===== src/rtl/vga_draw_arbiter_pkg.sv =====
// Shared types and default geometry for the VGA draw arbiter (640x480, 9-bit color).
package vga_draw_arbiter_pkg;

    localparam int unsigned NREQ_DEF        = 4;
    localparam int unsigned NX_DEF          = 10;
    localparam int unsigned NY_DEF          = 9;
    localparam int unsigned XMAX_DEF        = 640;
    localparam int unsigned YMAX_DEF        = 480;
    localparam int unsigned COLOR_DEPTH_DEF = 9;
    localparam int unsigned WB_DEF          = 6;

    typedef enum logic [1:0] {
        StIdle   = 2'd0,
        StDraw   = 2'd1,
        StFinish = 2'd2
    } state_t;

    // Width of a client index; at least one bit so a single client still has a port.
    function automatic int unsigned idx_width(input int unsigned n);
        return (n > 1) ? $clog2(n) : 1;
    endfunction

endpackage


===== src/rtl/rr_arbiter.sv =====
// Combinational round-robin pick: first set request at or after ptr, wrapping.
module rr_arbiter
    import vga_draw_arbiter_pkg::*;
#(
    parameter int unsigned NREQ = NREQ_DEF,
    parameter int unsigned IW   = idx_width(NREQ)
) (
    input  logic [NREQ-1:0] req,
    input  logic [IW-1:0]   ptr,
    output logic [NREQ-1:0] grant,
    output logic [IW-1:0]   grant_idx,
    output logic            valid
);

    int unsigned j;

    // Scan clients starting at the pointer; the first hit wins.
    always_comb begin
        grant     = '0;
        grant_idx = '0;
        valid     = 1'b0;
        j         = 0;
        for (int unsigned i = 0; i < NREQ; i++) begin
            j = (int'(ptr) + i) % NREQ;
            if (!valid && req[j]) begin
                valid     = 1'b1;
                grant[j]  = 1'b1;
                grant_idx = IW'(j);
            end
        end
    end

endmodule


===== src/rtl/vga_draw_arbiter.sv =====
// Grants drawing clients round-robin and streams each solid rectangle, one pixel
// per clock, into the vga_adapter write port with off-screen pixels clipped.
module vga_draw_arbiter
    import vga_draw_arbiter_pkg::*;
#(
    parameter int unsigned NREQ        = NREQ_DEF,
    parameter int unsigned nX          = NX_DEF,
    parameter int unsigned nY          = NY_DEF,
    parameter int unsigned XMAX        = XMAX_DEF,
    parameter int unsigned YMAX        = YMAX_DEF,
    parameter int unsigned COLOR_DEPTH = COLOR_DEPTH_DEF,
    parameter int unsigned WB          = WB_DEF
) (
    input  logic                          clock,
    input  logic                          resetn,
    input  logic [NREQ-1:0]               req,
    input  logic [NREQ*nX-1:0]            req_x0,
    input  logic [NREQ*nY-1:0]            req_y0,
    input  logic [NREQ*WB-1:0]            req_w,
    input  logic [NREQ*WB-1:0]            req_h,
    input  logic [NREQ*COLOR_DEPTH-1:0]   req_color,
    input  logic                          frame_hold,
    output logic [NREQ-1:0]               ack,
    output logic [NREQ-1:0]               done,
    output logic                          busy,
    output logic [nX-1:0]                 vga_x,
    output logic [nY-1:0]                 vga_y,
    output logic [COLOR_DEPTH-1:0]        vga_color,
    output logic                          vga_write
);

    localparam int unsigned IW = idx_width(NREQ);

    state_t                 state_q, state_d;
    logic [IW-1:0]          ptr_q, ptr_d;
    logic [IW-1:0]          gnt_q, gnt_d;
    logic [nX-1:0]          x0_q, x0_d;
    logic [nY-1:0]          y0_q, y0_d;
    logic [WB-1:0]          w_q, w_d, h_q, h_d;
    logic [COLOR_DEPTH-1:0] color_q, color_d;
    // col/row point at the next pixel to emit; all_q marks the last one as emitted.
    logic [WB-1:0]          col_q, col_d, row_q, row_d;
    logic                   all_q, all_d;
    logic [NREQ-1:0]        ack_q, ack_d, done_q, done_d;
    logic                   busy_q, busy_d;
    logic [nX-1:0]          vga_x_q, vga_x_d;
    logic [nY-1:0]          vga_y_q, vga_y_d;
    logic [COLOR_DEPTH-1:0] vga_color_q, vga_color_d;
    logic                   vga_write_q, vga_write_d;

    logic [NREQ-1:0]        arb_grant;
    logic [IW-1:0]          arb_idx;
    logic                   arb_valid;

    logic [nX-1:0]          rx0;
    logic [nY-1:0]          ry0;
    logic [WB-1:0]          rw, rh;
    logic [COLOR_DEPTH-1:0] rcolor;

    logic                   emit;
    logic [nX-1:0]          ex0;
    logic [nY-1:0]          ey0;
    logic [WB-1:0]          ecol, erow;
    logic [COLOR_DEPTH-1:0] ecolor;
    logic [nX:0]            sum_x;
    logic [nY:0]            sum_y;

    rr_arbiter #(
        .NREQ (NREQ),
        .IW   (IW)
    ) u_rr_arbiter (
        .req       (req),
        .ptr       (ptr_q),
        .grant     (arb_grant),
        .grant_idx (arb_idx),
        .valid     (arb_valid)
    );

    // Operands of the client the arbiter currently picks.
    always_comb begin
        rx0    = req_x0[arb_idx*nX +: nX];
        ry0    = req_y0[arb_idx*nY +: nY];
        rw     = req_w[arb_idx*WB +: WB];
        rh     = req_h[arb_idx*WB +: WB];
        rcolor = req_color[arb_idx*COLOR_DEPTH +: COLOR_DEPTH];
    end

    // Next-state, operand latching, pixel sequencing and registered output values.
    always_comb begin
        state_d     = state_q;
        ptr_d       = ptr_q;
        gnt_d       = gnt_q;
        x0_d        = x0_q;
        y0_d        = y0_q;
        w_d         = w_q;
        h_d         = h_q;
        color_d     = color_q;
        col_d       = col_q;
        row_d       = row_q;
        all_d       = all_q;
        ack_d       = '0;
        done_d      = '0;
        vga_x_d     = vga_x_q;
        vga_y_d     = vga_y_q;
        vga_color_d = vga_color_q;
        vga_write_d = 1'b0;
        emit        = 1'b0;
        ex0         = x0_q;
        ey0         = y0_q;
        ecol        = col_q;
        erow        = row_q;
        ecolor      = color_q;

        unique case (state_q)
            StIdle: begin
                if (arb_valid) begin
                    gnt_d   = arb_idx;
                    ptr_d   = (arb_idx == IW'(NREQ - 1)) ? '0 : arb_idx + IW'(1);
                    x0_d    = rx0;
                    y0_d    = ry0;
                    w_d     = rw;
                    h_d     = rh;
                    color_d = rcolor;
                    ack_d   = arb_grant;
                    if (rw == '0 || rh == '0) begin
                        state_d = StFinish;
                        done_d  = arb_grant;
                    end else begin
                        // First pixel goes out in the same cycle as ack.
                        state_d = StDraw;
                        emit    = 1'b1;
                        ex0     = rx0;
                        ey0     = ry0;
                        ecol    = '0;
                        erow    = '0;
                        ecolor  = rcolor;
                        all_d   = (rw == WB'(1)) && (rh == WB'(1));
                        col_d   = (rw == WB'(1)) ? WB'(0) : WB'(1);
                        row_d   = (rw == WB'(1)) ? WB'(1) : WB'(0);
                    end
                end
            end
            StDraw: begin
                if (all_q) begin
                    state_d = StFinish;
                    done_d  = {{(NREQ-1){1'b0}}, 1'b1} << gnt_q;
                end else if (!frame_hold) begin
                    emit  = 1'b1;
                    all_d = (col_q == w_q - WB'(1)) && (row_q == h_q - WB'(1));
                    if (col_q == w_q - WB'(1)) begin
                        col_d = '0;
                        row_d = row_q + WB'(1);
                    end else begin
                        col_d = col_q + WB'(1);
                    end
                end
            end
            StFinish: begin
                state_d = StIdle;
            end
            default: begin
                state_d = StIdle;
            end
        endcase

        // Sums are one bit wider than the coordinate so off-screen never wraps on-screen.
        sum_x = {1'b0, ex0} + {{(nX + 1 - WB){1'b0}}, ecol};
        sum_y = {1'b0, ey0} + {{(nY + 1 - WB){1'b0}}, erow};
        if (emit) begin
            vga_x_d     = sum_x[nX-1:0];
            vga_y_d     = sum_y[nY-1:0];
            vga_color_d = ecolor;
            vga_write_d = (sum_x < (nX + 1)'(XMAX)) && (sum_y < (nY + 1)'(YMAX));
        end

        busy_d = (state_d != StIdle);
    end

    // State and output registers; reset abandons any rectangle in flight.
    always_ff @(posedge clock or negedge resetn) begin
        if (!resetn) begin
            state_q     <= StIdle;
            ptr_q       <= '0;
            gnt_q       <= '0;
            x0_q        <= '0;
            y0_q        <= '0;
            w_q         <= '0;
            h_q         <= '0;
            color_q     <= '0;
            col_q       <= '0;
            row_q       <= '0;
            all_q       <= 1'b0;
            ack_q       <= '0;
            done_q      <= '0;
            busy_q      <= 1'b0;
            vga_x_q     <= '0;
            vga_y_q     <= '0;
            vga_color_q <= '0;
            vga_write_q <= 1'b0;
        end else begin
            state_q     <= state_d;
            ptr_q       <= ptr_d;
            gnt_q       <= gnt_d;
            x0_q        <= x0_d;
            y0_q        <= y0_d;
            w_q         <= w_d;
            h_q         <= h_d;
            color_q     <= color_d;
            col_q       <= col_d;
            row_q       <= row_d;
            all_q       <= all_d;
            ack_q       <= ack_d;
            done_q      <= done_d;
            busy_q      <= busy_d;
            vga_x_q     <= vga_x_d;
            vga_y_q     <= vga_y_d;
            vga_color_q <= vga_color_d;
            vga_write_q <= vga_write_d;
        end
    end

    assign ack       = ack_q;
    assign done      = done_q;
    assign busy      = busy_q;
    assign vga_x     = vga_x_q;
    assign vga_y     = vga_y_q;
    assign vga_color = vga_color_q;
    assign vga_write = vga_write_q;

endmodule


===== config.mk =====
export PLATFORM = sky130hd
export DESIGN_NAME = vga_draw_arbiter
export DESIGN_NICKNAME = d
export VERILOG_FILES = /design/src/rtl/vga_draw_arbiter_pkg.sv /design/src/rtl/rr_arbiter.sv /design/src/rtl/vga_draw_arbiter.sv
export SDC_FILE = /design/constraint.sdc
export NUM_CORES = 1
export LEC_CHECK = 0
export BUFFER_PORTS_ARGS = -buffer_cell sky130_fd_sc_hd__buf_2
export CAP_MARGIN = 15
export CORE_AREA = 2 2 119 121
export DETAILED_ROUTE_END_ITERATION = 7
export DIE_AREA = 0 0 121 123
export GPL_TIMING_DRIVEN = 1
export PLACE_DENSITY_LB_ADDON = 0.1
export REMOVE_ABC_BUFFERS = 1
export SYNTH_ARGS = -nofsm -noshare
export SYNTH_HDL_FRONTEND = slang
export SYNTH_SLANG_ARGS = --single-unit
export TNS_END_PERCENT = 20

===== constraint.sdc =====
create_clock -name clock -period 6.9 [get_ports clock]
set_input_delay 1.035 -clock clock [delete_from_list [all_inputs] [get_ports clock]]
set_output_delay 1.035 -clock clock [all_outputs]
set_load 0.02 [all_outputs]

==> reports/qor.yml <==
synth:
  synth_top_area_share_pct: 34.6
  synth_warnings: 0
  synth-edff-count: 0
  synth_top_family_by_area: "simple AND/OR/NAND/NOR gates"
  synth_mux_area_share_pct: 9.12
  synth_seq_area_share_pct: 34.6
  yosysUniqueCellTypes: 62
  synth.avg_cell_area_um2: 8.01
  synth-main-ff-cell: "dfrtp_1"
  ys_top_cells_by_area: "dfrtp_1, nand2_1, o21ai_0"
  synth-seq-cells: 97
  synth_area_leader_cell: "dfrtp_1"
  synth-simple-area-share_pct: 25.8
  netlist_area_um2: 7030
  synthXorXnorAreaFrac_pct: 4.11
  synth_cells: 877
  synth_compound_area_share_pct: 17.2
  synth_fa_ha_area_share_pct: 5.02
  async_flop_share_pct: 100
sta:
  setup_violations: 0
  relSlewSlack_pct: 28.3
  worst_slew_pin_slew_ns: 1.07
  hold_violations: 0
  finalMaxSlewViolations: 0
  max_freq_ghz: 0.172
  period_share_pct: 84.1
  fin_crit_ns: 5.81
  fin_worst_skew_ns: 0.00500
  rsz0062_at_grt: "no"
final_layout:
  drive_above_1_share_pct: 25.5
  nNetsFinal: 1252
  layout.cells.non_filler: 1240
  area_growth_pct: 20.1
  layout_commonest_cell: "nand2_1"
  final_cell_mix: "nand2_1, buf_2, dfrtp_1"
  diodes: 0
clock_tree:
  cts_tree: "built"
  clock_path_buffers: 2
  h-tree-depth: 3
  clk_pin_slew_ns: 0.06
  clockRootBuffer: "clkbuf_16"
  hold_buffers: 0
  post_cts_buffers: 0
  cts_made_buffers: 9
  postCtsResizedCells: 0
  clk_latency_ns: 0.35
  numClockSinks: 97
worst_setup_path:
  path_class: "reg2reg"
  path_cells: "inv_1 > ha_1 > mux4_2 > nand2b_4 > a21oi_1 > nor3_4 > buf_4 > mux2i_1 > nand2_1 > buf_4 > and2_1 > ha_1 > fa_1 > a21o_1 > a21oi_1 > o21bai_1 > a21oi_1 > nand2b_1 > a22oi_1 > a211oi_1 > a31oi_1 > o221a_1"
  cpPeakStageDelay_ns: 0.64
  cp_slowest_cell: "dfrtp_1"
  cp_max_fo: 34
  start_kind: "flip-flop"
  rrSetupSlack_ns: 1.09
  cp.required_ns: 7.13
  cp-end-kind: "flip-flop"
  arrival_ns: 6.04
  cpMostUsedCell: "a21oi_1"
global_route:
  grt_overflow_total: 0
  grt_max_degree: 81
  grt_pass1_vias: 6091
  track_usage_pct: 24.2
  antenna_found_initial: 0
  grt_pass1_wl_um: 28800
die:
  core-area_um2: 13600
  rows: 43
  ios: 205
  dieArea_um2: 14900
  die_w_um: 121
  start_util_pct: 51.6
  die_h_um: 123
drt:
  finalWirelength_um: 17600
  vias_per_cell: 5.31
  drtIter0Drc: 471
  dr_wl_met2_um: 8740
  drc_errors: 0
  vias: 6586
  met1_length_um: 7900
  firstDrtPassIters: 6
  wl_met3_um: 764
  post_drt_wl_per_cell_um: 14.2
  ant_nets: 0
  top_layer_used: "met4"
outcome:
  outcome: "finished clean"
placement:
  numPortBuffers: 204
  placed_cells: 1227
  dpl.hpwl_um: 13000
  place_congestion: 0.857
power:
  power_mw: 3.86
  p_leak_nw: 4.12
  irDropWorstVdd_mv: 0.207
  p_per_area_nw_per_um2: 457
job:
  maxCapViolations: 0
min_path:
  worst_hold_path_type: "reg2reg"
final timing paths:
| kind | depth (start not counted) | start | end |
|---|---|---|---|
| max | 22 | ptr_q[0]$_DFFE_PN0P_ | vga_write$_DFF_PN0_ |
| min | 2 | y0_q[5]$_DFFE_PN0P_ | y0_q[5]$_DFFE_PN0P_ |
| max reg2reg | 22 | ptr_q[0]$_DFFE_PN0P_ | vga_write$_DFF_PN0_ |
| min reg2reg | 2 | y0_q[5]$_DFFE_PN0P_ | y0_q[5]$_DFFE_PN0P_ |
| max in group asynchronous | 2 | resetn | done[1]$_DFF_PN0_ |
| min in group asynchronous | 1 | resetn | w_q[3]$_DFFE_PN0P_ |
worst max-delay path: cells and delay by family (launching register included):
kind	cells	cell delay (ns)
AOI/OAI and AO/OA	9	1.55
adders and majority gates	3	1.07
muxes	2	0.88
buffers and inverters	3	0.79
and+or+nand+nor	5	0.75
DFF	1	0.64
per-layer routing:
| layer | up-vias | GRT usage, % |
|---|---|---|
| met5 | - | 0 |
| met4 | 0 | 6.03 |
| met3 | 16 | 4.43 |
| met2 | 147 | 41.4 |
| met1 | 3023 | 31.8 |
| li1 | 3400 | - |
per-stage QoR:
| step | cell area, um2 | hold slack [ns] | utilization (%) | setup TNS (ns) | setup slack, ns |
|---|---|---|---|---|---|
| after floorplan | 6810 | 0.446 | - | -7.74 | -1.24 |
| after global placement | 8190 | 0.456 | 60.2 | 0 | 1.03 |
| after detailed placement | 8190 | 0.463 | 60.2 | 0 | 0.904 |
| after CTS | 8440 | 0.477 | 62.0 | 0 | 1.07 |
| after global routing | 8440 | 0.497 | 62.0 | 0 | 0.566 |
| final | 8440 | 0.473 | 62.0 | 0 | 1.09 |
cell usage after synthesis, drive strengths merged (2+ instances only):
cell     instances
nand2          243
dfrtp           97
o21ai           78
nor2            37
a21oi           31
xnor2           28
and2            27
clkbuf          26
ha              25
mux2i           25
buf             23
nand3           23
a211oi          22
inv             22
mux2            18
nor3            18
a31oi           17
nand2b          12
nor2b           12
mux4             8
a22oi            7
nor4             6
and3             5
o211ai           5
o21bai           5
or3              5
xor2             5
a21o             4
a221oi           4
nand4            4
o22ai            4
o31ai            4
or4              3
a22o             2
a32oi            2
fa               2
nor3b            2
o2111ai          2
or2              2
sequential cells by signal, indices dropped and copies added (netlist names), 6 cells and up:
register / cells
vga_x: 10
vga_y: 9
row_q: 6
vga_color: 9
y0_q: 9
h_q: 6
x0_q: 10
w_q: 6
col_q: 6
color_q: 9
power breakdown:
| part | internal, mW | leakage [nW] | switching (mW) | total, mW |
|---|---|---|---|---|
| sequential | 0.823 | 1.21 | 0.197 | 1.02 |
| clock | 0.248 | 0.124 | 0.200 | 0.447 |
| combinational | 0.967 | 2.78 | 1.43 | 2.39 |
| total | 2.04 | 4.12 | 1.82 | 3.86 |
logic make-up (layout without fill, tap and decap cells):
family                     count (synthesis)  count (layout)
buffers and inverters                     71             254
and+or+nand+nor                          402             402
xor gates and xnor gates                  33              33
DFF                                       97              97
adders and majority gates                 27              27
muxes                                     51              51
AOI/OAI and AO/OA                        196             196
area by class of cell:
type	instances	area, um2
flip-flops and latches	97	2430
repair buffers	219	1140
inverters	22	82.6
well taps	180	225
multi-input cells	709	4320
fillers	1273	5170
clock inverters	1	5.00
clock buffers	12	246
No activity file was read; power rests on OpenSTA's default activity.
